### src/rtl/dcache_controller.sv
// dcache_controller: 2-way data cache sequencer with hit detection, word merge,
// dirty LRU write-back and line refill between CPU port, cache SRAM and memory.
module dcache_controller (
   input  logic         clk_i,
   input  logic         rst_i,
   input  logic         cpu_req_i,
   input  logic         cpu_write_i,
   input  logic [31:0]  cpu_addr_i,
   input  logic [31:0]  cpu_data_i,
   output logic [31:0]  cpu_data_o,
   output logic         cpu_stall_o,
   output logic [3:0]   sram_addr_o,
   output logic [24:0]  sram_tag_o,
   output logic [255:0] sram_data_o,
   output logic         sram_enable_o,
   output logic         sram_write_o,
   input  logic [24:0]  sram_tag_i,
   input  logic [255:0] sram_data_i,
   input  logic         sram_hit_i,
   output logic         mem_enable_o,
   output logic         mem_write_o,
   output logic [31:0]  mem_addr_o,
   output logic [255:0] mem_data_o,
   input  logic [255:0] mem_data_i,
   input  logic         mem_ack_i
);
   typedef enum logic [1:0] {IDLE, WRITEBACK, REFILL, UPDATE} state_t;
   state_t state_q, state_d;
   logic mem_enable_q, mem_enable_d, mem_write_q, mem_write_d, dirty, miss;
   logic [31:0] mem_addr_q, mem_addr_d, refill_addr;
   logic [255:0] mem_data_q, mem_data_d, line_q, line_d, base, merged;
   logic [2:0] w;
   logic unused_ok;
   assign unused_ok = ^cpu_addr_i[1:0];
   assign w = cpu_addr_i[4:2];
   assign refill_addr = {cpu_addr_i[31:5], 5'b0};
   assign dirty = sram_tag_i[24] & sram_tag_i[23];
   assign miss = (state_q == IDLE) & cpu_req_i & ~sram_hit_i;
   assign cpu_data_o = sram_data_i[32*w +: 32];
   assign cpu_stall_o = (state_q != IDLE) | (cpu_req_i & ~sram_hit_i);
   assign sram_addr_o = cpu_addr_i[8:5];
   assign sram_tag_o = {1'b1, cpu_write_i, cpu_addr_i[31:9]};
   assign sram_enable_o = cpu_req_i | (state_q != IDLE);
   assign sram_write_o = (state_q == UPDATE) | ((state_q == IDLE) & cpu_req_i & sram_hit_i & cpu_write_i);
   assign mem_enable_o = mem_enable_q;
   assign mem_write_o = mem_write_q;
   assign mem_addr_o = mem_addr_q;
   assign mem_data_o = mem_data_q;
   // UPDATE writes the captured refill line; a hit rewrites the SRAM line in place
   always_comb begin
      base = (state_q == UPDATE) ? line_q : sram_data_i;
      merged = base;
      merged[32*w +: 32] = cpu_data_i;
      sram_data_o = cpu_write_i ? merged : base;
   end
   always_comb begin
      state_d = state_q;
      mem_enable_d = mem_enable_q;
      mem_write_d = mem_write_q;
      mem_addr_d = mem_addr_q;
      mem_data_d = mem_data_q;
      line_d = line_q;
      if (miss) begin
         state_d = dirty ? WRITEBACK : REFILL;
         mem_enable_d = 1'b1;
         mem_write_d = dirty;
         mem_addr_d = dirty ? {sram_tag_i[22:0], cpu_addr_i[8:5], 5'b0} : refill_addr;
         mem_data_d = dirty ? sram_data_i : mem_data_q;
      end else if (state_q == WRITEBACK && mem_ack_i) begin
         state_d = REFILL;
         mem_write_d = 1'b0;
         mem_addr_d = refill_addr;
      end else if (state_q == REFILL && mem_ack_i) begin
         state_d = UPDATE;
         mem_enable_d = 1'b0;
         line_d = mem_data_i;
      end else if (state_q == UPDATE) begin
         state_d = IDLE;
      end
   end
   always_ff @(posedge clk_i or posedge rst_i) begin
      if (rst_i) begin
         state_q <= IDLE;
         mem_enable_q <= 1'b0;
         mem_write_q <= 1'b0;
         mem_addr_q <= '0;
         mem_data_q <= '0;
         line_q <= '0;
      end else begin
         state_q <= state_d;
         mem_enable_q <= mem_enable_d;
         mem_write_q <= mem_write_d;
         mem_addr_q <= mem_addr_d;
         mem_data_q <= mem_data_d;
         line_q <= line_d;
      end
   end
endmodule
### config.mk
export PLATFORM = sky130hd
export DESIGN_NAME = dcache_controller
export DESIGN_NICKNAME = d
export VERILOG_FILES = /design/src/rtl/dcache_controller.sv
export SDC_FILE = /design/constraint.sdc
export NUM_CORES = 1
export LEC_CHECK = 0
export BUFFER_PORTS_ARGS = -buffer_cell sky130_fd_sc_hd__buf_2
export CAP_MARGIN = 5
export CORE_AREA = 2 2 469 471
export DETAILED_ROUTE_END_ITERATION = 7
export DIE_AREA = 0 0 471 473
export SYNTH_ARGS = -nofsm -noshare
export SYNTH_HDL_FRONTEND = slang
export SYNTH_SLANG_ARGS = --single-unit
### constraint.sdc
create_clock -name clk_i -period 18 [get_ports clk_i]
set_clock_uncertainty 0.15 [all_clocks]
set_input_delay 1.8 -clock clk_i [delete_from_list [all_inputs] [get_ports clk_i]]
set_output_delay 1.8 -clock clk_i [all_outputs]
set_load 0.01 [all_outputs]
# Word-level counts from Yosys, hierarchy flattened
# Cells that the tools add are included.
# classes
n_eq_ne	4
n_addsub	1
n_shift	3
n_reduce_logical	10
bitwise	12
n_mux	16
# op_table
operator	n
$mux W256	2
$bwmux W256	1
$shift A32 B34 Y256 const A	1
$shiftx A256 B9 Y32	1
$shiftx A32 B34 Y256	1
$mux W32	3
$neg A8 Y34	1
$mux W2	5
$and A1 B1 Y1	6
$reduce_bool A2 Y1	3
$mux W1	5
$eq A2 B2 Y1 const B	2
$reduce_and A2 Y1	2
$reduce_bool A4 Y1	1
$not A1 Y1	3
$or A1 B1 Y1	3
$reduce_and A3 Y1	1
$eq A2 B1 Y1 const B	1
$logic_and A1 B1 Y1	2
$logic_not A2 Y1	1
$ne A2 B2 Y1 const B	1
# totals
wordCells	52
input_bits	607
output_inout_bits	610
ff_bits	548

# Longest topological paths before layout
# logic_depth
ltp_word	5
mapped_depth	12

# Worst setup path before layout
# OpenSTA, ideal clock, no wires.
# synth_path
path_type	input to output
startpoint	in cpu_addr_i[3]
endpoint	out sram_data_o[152]
stages	10
path_slack_ps	11771
t_arrival_ps	4279
path_cell_list	clkbuf_1 buf_1 inv_1 ha_1 ha_1 clkbuf_1 nor4b_1 clkbuf_1 nand3_1 o21ai_1
# synth_between
elab_chain_len	4
word_cells_on_any_way	5
classes_between	add/sub: 1; shift: 2; mux: 2
# synth_rtl
item	line	source
start, declared	8	input logic [31:0] cpu_addr_i,
$neg A8 Y34 *	53	merged[32*w +: 32] = cpu_data_i;
$shiftx A32 B34 Y256 or $shift A32 B34 Y256 (tied branches)	53	
$bwmux W256 *	53	
$mux W256 *	54	sram_data_o = cpu_write_i ? merged : base;
end, declared	14	output logic [255:0] sram_data_o,
# Mark *: on every way between the ends. The rest lies on a longest branch, timed or not.

# Final worst setup path
# layout_path
startpoint	in cpu_addr_i[4]
endpoint	out sram_data_o[255]
# The elaborated chain is that of the path after synthesis.

==> impl_metrics.json <==
{
  "post-dp-hpwl_mm": 190.1,
  "fin_crit_ns": 7.295,
  "die_w_um": 471,
  "yosysWarnings": 0,
  "slew_headroom": 0.3270,
  "final.setup.tns_ns": 0,
  "drive_above_1_share": 0.4138,
  "finalMaxSlewViolations": 0,
  "required_ns": 16.05,
  "ctsHtreeMaxLevel": 3,
  "crit_chain": "buf_2 > buf_4 > inv_2 > buf_4 > ha_1 > and4b_4 > buf_4 > a211oi_1 > a21oi_1 > buf_2",
  "wl_per_cell_um": 33.12,
  "synth_area_um2": 28350,
  "viasPerCell": 4.259,
  "yosysUniqueCellTypes": 41,
  "grt_pass1_vias": 29170,
  "cts_hold_buf": 0,
  "p_leak_nw": 19.48,
  "clock-sinks": 543,
  "cts_buffer_depth": 3,
  "tritoncts": "yes",
  "post_synth.cell_area_avg_um2": 9.239,
  "path_common_cell": "buf_4",
  "endpoint_kind": "output pin",
  "die_h_um": 473,
  "maxCapViolations": 0,
  "fin_crit_sh": 0.4053,
  "num_io_pins": 1217,
  "seq_power_share": 0.332,
  "die_area_um2": 222800,
  "first_pass_iters": 6,
  "grt_max_degree": 124,
  "fillers": 24520,
  "pwr-share-comb": 0.414,
  "min_from": "mem_data_o[214]",
  "cp.arrival_ns": 5.35,
  "start_kind": "input port",
  "drt-initial-drc-count": 2705,
  "start_util": 0.1299,
  "gp_congestion": 0.8836,
  "rsz0062_at_grt": "no",
  "cts_made_buffers": 74,
  "syn_inst": 3069,
  "insertion_delay_ns": 0.69,
  "clock-root-buffer": "clkbuf_16",
  "port_buffers": 1208,
  "rrSetupSlack_ns": 14.46,
  "cts-resized-gates": 0,
  "stdcell_count": 7100,
  "dp.cells": 6893,
  "p_clk_frac": 0.254,
  "finalHoldViolCount": 0,
  "worst_pin_slew_ns": 1.009,
  "seq_area_frac_synth": 0.4792,
  "ir_drop_mv": 0.07808,
  "grt_usage": 0.2035,
  "core_um2": 218200,
  "holdPathEnd": "mem_data_o[214]",
  "hp-class": "flip-flop to flip-flop",
  "hold_path_depth": 2,
  "max_freq_mhz": 137.1,
  "final_nets": 4711,
  "area_delta_synth_final_pct": 40.46,
  "cp_slowest_cell": "and4b_4",
  "intPower_w": 0.003739,
  "crit_type": "input port to output pin",
  "cpPeakStageDelay_ns": 0.64,
  "grt_pass1_wl_mm": 298.5,
  "vias": 30240,
  "ant_nets": 0,
  "finalSetupViolations": 0,
  "p_sw_w": 0.002687,
  "detail_route.wirelength_mm": 235.2,
  "outcome": "finished, final reports clean",
  "antenna_found_initial": 151,
  "drc": 0,
  "core.rowCount": 172,
  "synthArstFlopShare": 1.000,
  "overflow": 0,
  "r2r-start": "state_q[0]",
  "r2r_cells": 5,
  "post_cts.repair.setup_buffers": 0,
  "ys.flop_type": "dfrtp_1",
  "switching_share": 0.4182,
  "synth_edf_count": 0,
  "path_max_fanout": 40,
  "power_density_nw_per_um2": 161.4,
  "clk_pin_slew_ns": 0.05,
  "synth_seq_cells": 543,
  "r2r-end": "line_q[96]"
}
## through the flow
step / utilization / setup WS [ns] / power (W) / hold slack, ns / cell area (µm²)
6_report: 0.1825 / 10.70 / 0.006426 / 0.3087 / 39820
2_1_floorplan: - / 0.8712 / 0.003412 / 0.3237 / 28370
5_1_grt: 0.1820 / 10.57 / 0.006763 / 0.3321 / 39710
3_3_place_gp: 0.1696 / 10.60 / 0.004770 / 0.2965 / 37010
4_1_cts: 0.1816 / 10.56 / 0.006489 / 0.3136 / 39630
3_5_place_dp: 0.1696 / 10.58 / 0.004820 / 0.3006 / 37010
## area by class of cell
class                   count  area, µm²  share of cell area
clock buffers             100       2079             0.05222
multi-input cells        2215      13330              0.3347
flip-flops and latches    543      13590              0.3412
repair buffers           1258       6471              0.1625
inverters                   6      30.03           0.0007540
well taps                2871       3592             0.09020
diodes                     77      192.7            0.004838
clock inverters            30      540.5             0.01357
## cell families after synthesis
logic type / count (synthesis) / synth area share
DFF: 543 / 0.4792
other: 2 / 0.0002649
adders and majority gates: 6 / 0.002648
muxes: 420 / 0.1881
AOI/OAI and AO/OA: 414 / 0.08468
buffers and inverters: 315 / 0.05423
and+or+nand+nor: 1369 / 0.1909
## state kept, by name, indices dropped and copies added (netlist names)
signal	flops
line_q	256
mem_data_o	256
mem_addr_o	27
state_q	2
mem_enable_o	1
mem_write_o	1
## critical path: cells and delay by family
family | cells | cell delay, ns
simple gates | 1 | 0.64
buf+inv | 6 | 1.80
fa+ha+maj | 1 | 0.43
compound gates | 2 | 0.47
## synth_stat cells (36+ instances only)
cell      count  share of area
mux4_2       64          0.051
nand2_1    1187           0.16
nand3_1      96          0.017
a31oi_1     159          0.035
clkbuf_1    141          0.019
mux2i_1      94          0.033
buf_2        84          0.015
buf_4        52          0.014
nor2_1       36         0.0048
mux2_2      262           0.10
dfrtp_1     543           0.48
o21ai_1      94          0.017
a21oi_1     129          0.023
## routing by layer
metal  global-route usage  wire, µm
met5                    0       509
met4               0.1243     16040
met3              0.09856     29570
met2               0.3211    105600
met1               0.2193     83460
## worst max path at each step
stage | startpoint | endpoint | cells after the start
2_1_floorplan | rst_i | line_q[0] | 1
3_3_place_gp | cpu_addr_i[4] | sram_data_o[255] | 10
3_5_place_dp | cpu_addr_i[4] | sram_data_o[255] | 10
4_1_cts | cpu_addr_i[4] | sram_data_o[14] | 10
5_1_grt | cpu_addr_i[4] | sram_data_o[255] | 10
6_report | cpu_addr_i[4] | sram_data_o[255] | 10
## cell usage in the layout, fill, tap and decap left out, drive strengths merged, types with 9 or more instances in the layout
| master | instances |
|---|---|
| a21oi | 129 |
| a221o | 23 |
| a31oi | 159 |
| buf | 1258 |
| bufinv | 9 |
| clkbuf | 100 |
| clkinv | 12 |
| dfrtp | 543 |
| diode | 77 |
| inv | 13 |
| mux2 | 262 |
| mux2i | 94 |
| mux4 | 64 |
| nand2 | 1187 |
| nand3 | 96 |
| nor2 | 36 |
| nor2b | 25 |
| o21ai | 98 |
## power groups by stage
stage | Clock, W | Combinational (W) | Sequential [W]
floorplan | 0 | 0.00122 | 0.00220
global placement | 0 | 0.00265 | 0.00212
detailed placement | 0 | 0.00268 | 0.00214
CTS | 0.00168 | 0.00269 | 0.00212
global route | 0.00172 | 0.00285 | 0.00220
finish | 0.00163 | 0.00266 | 0.00214
(Power assumes the default switching activity.)
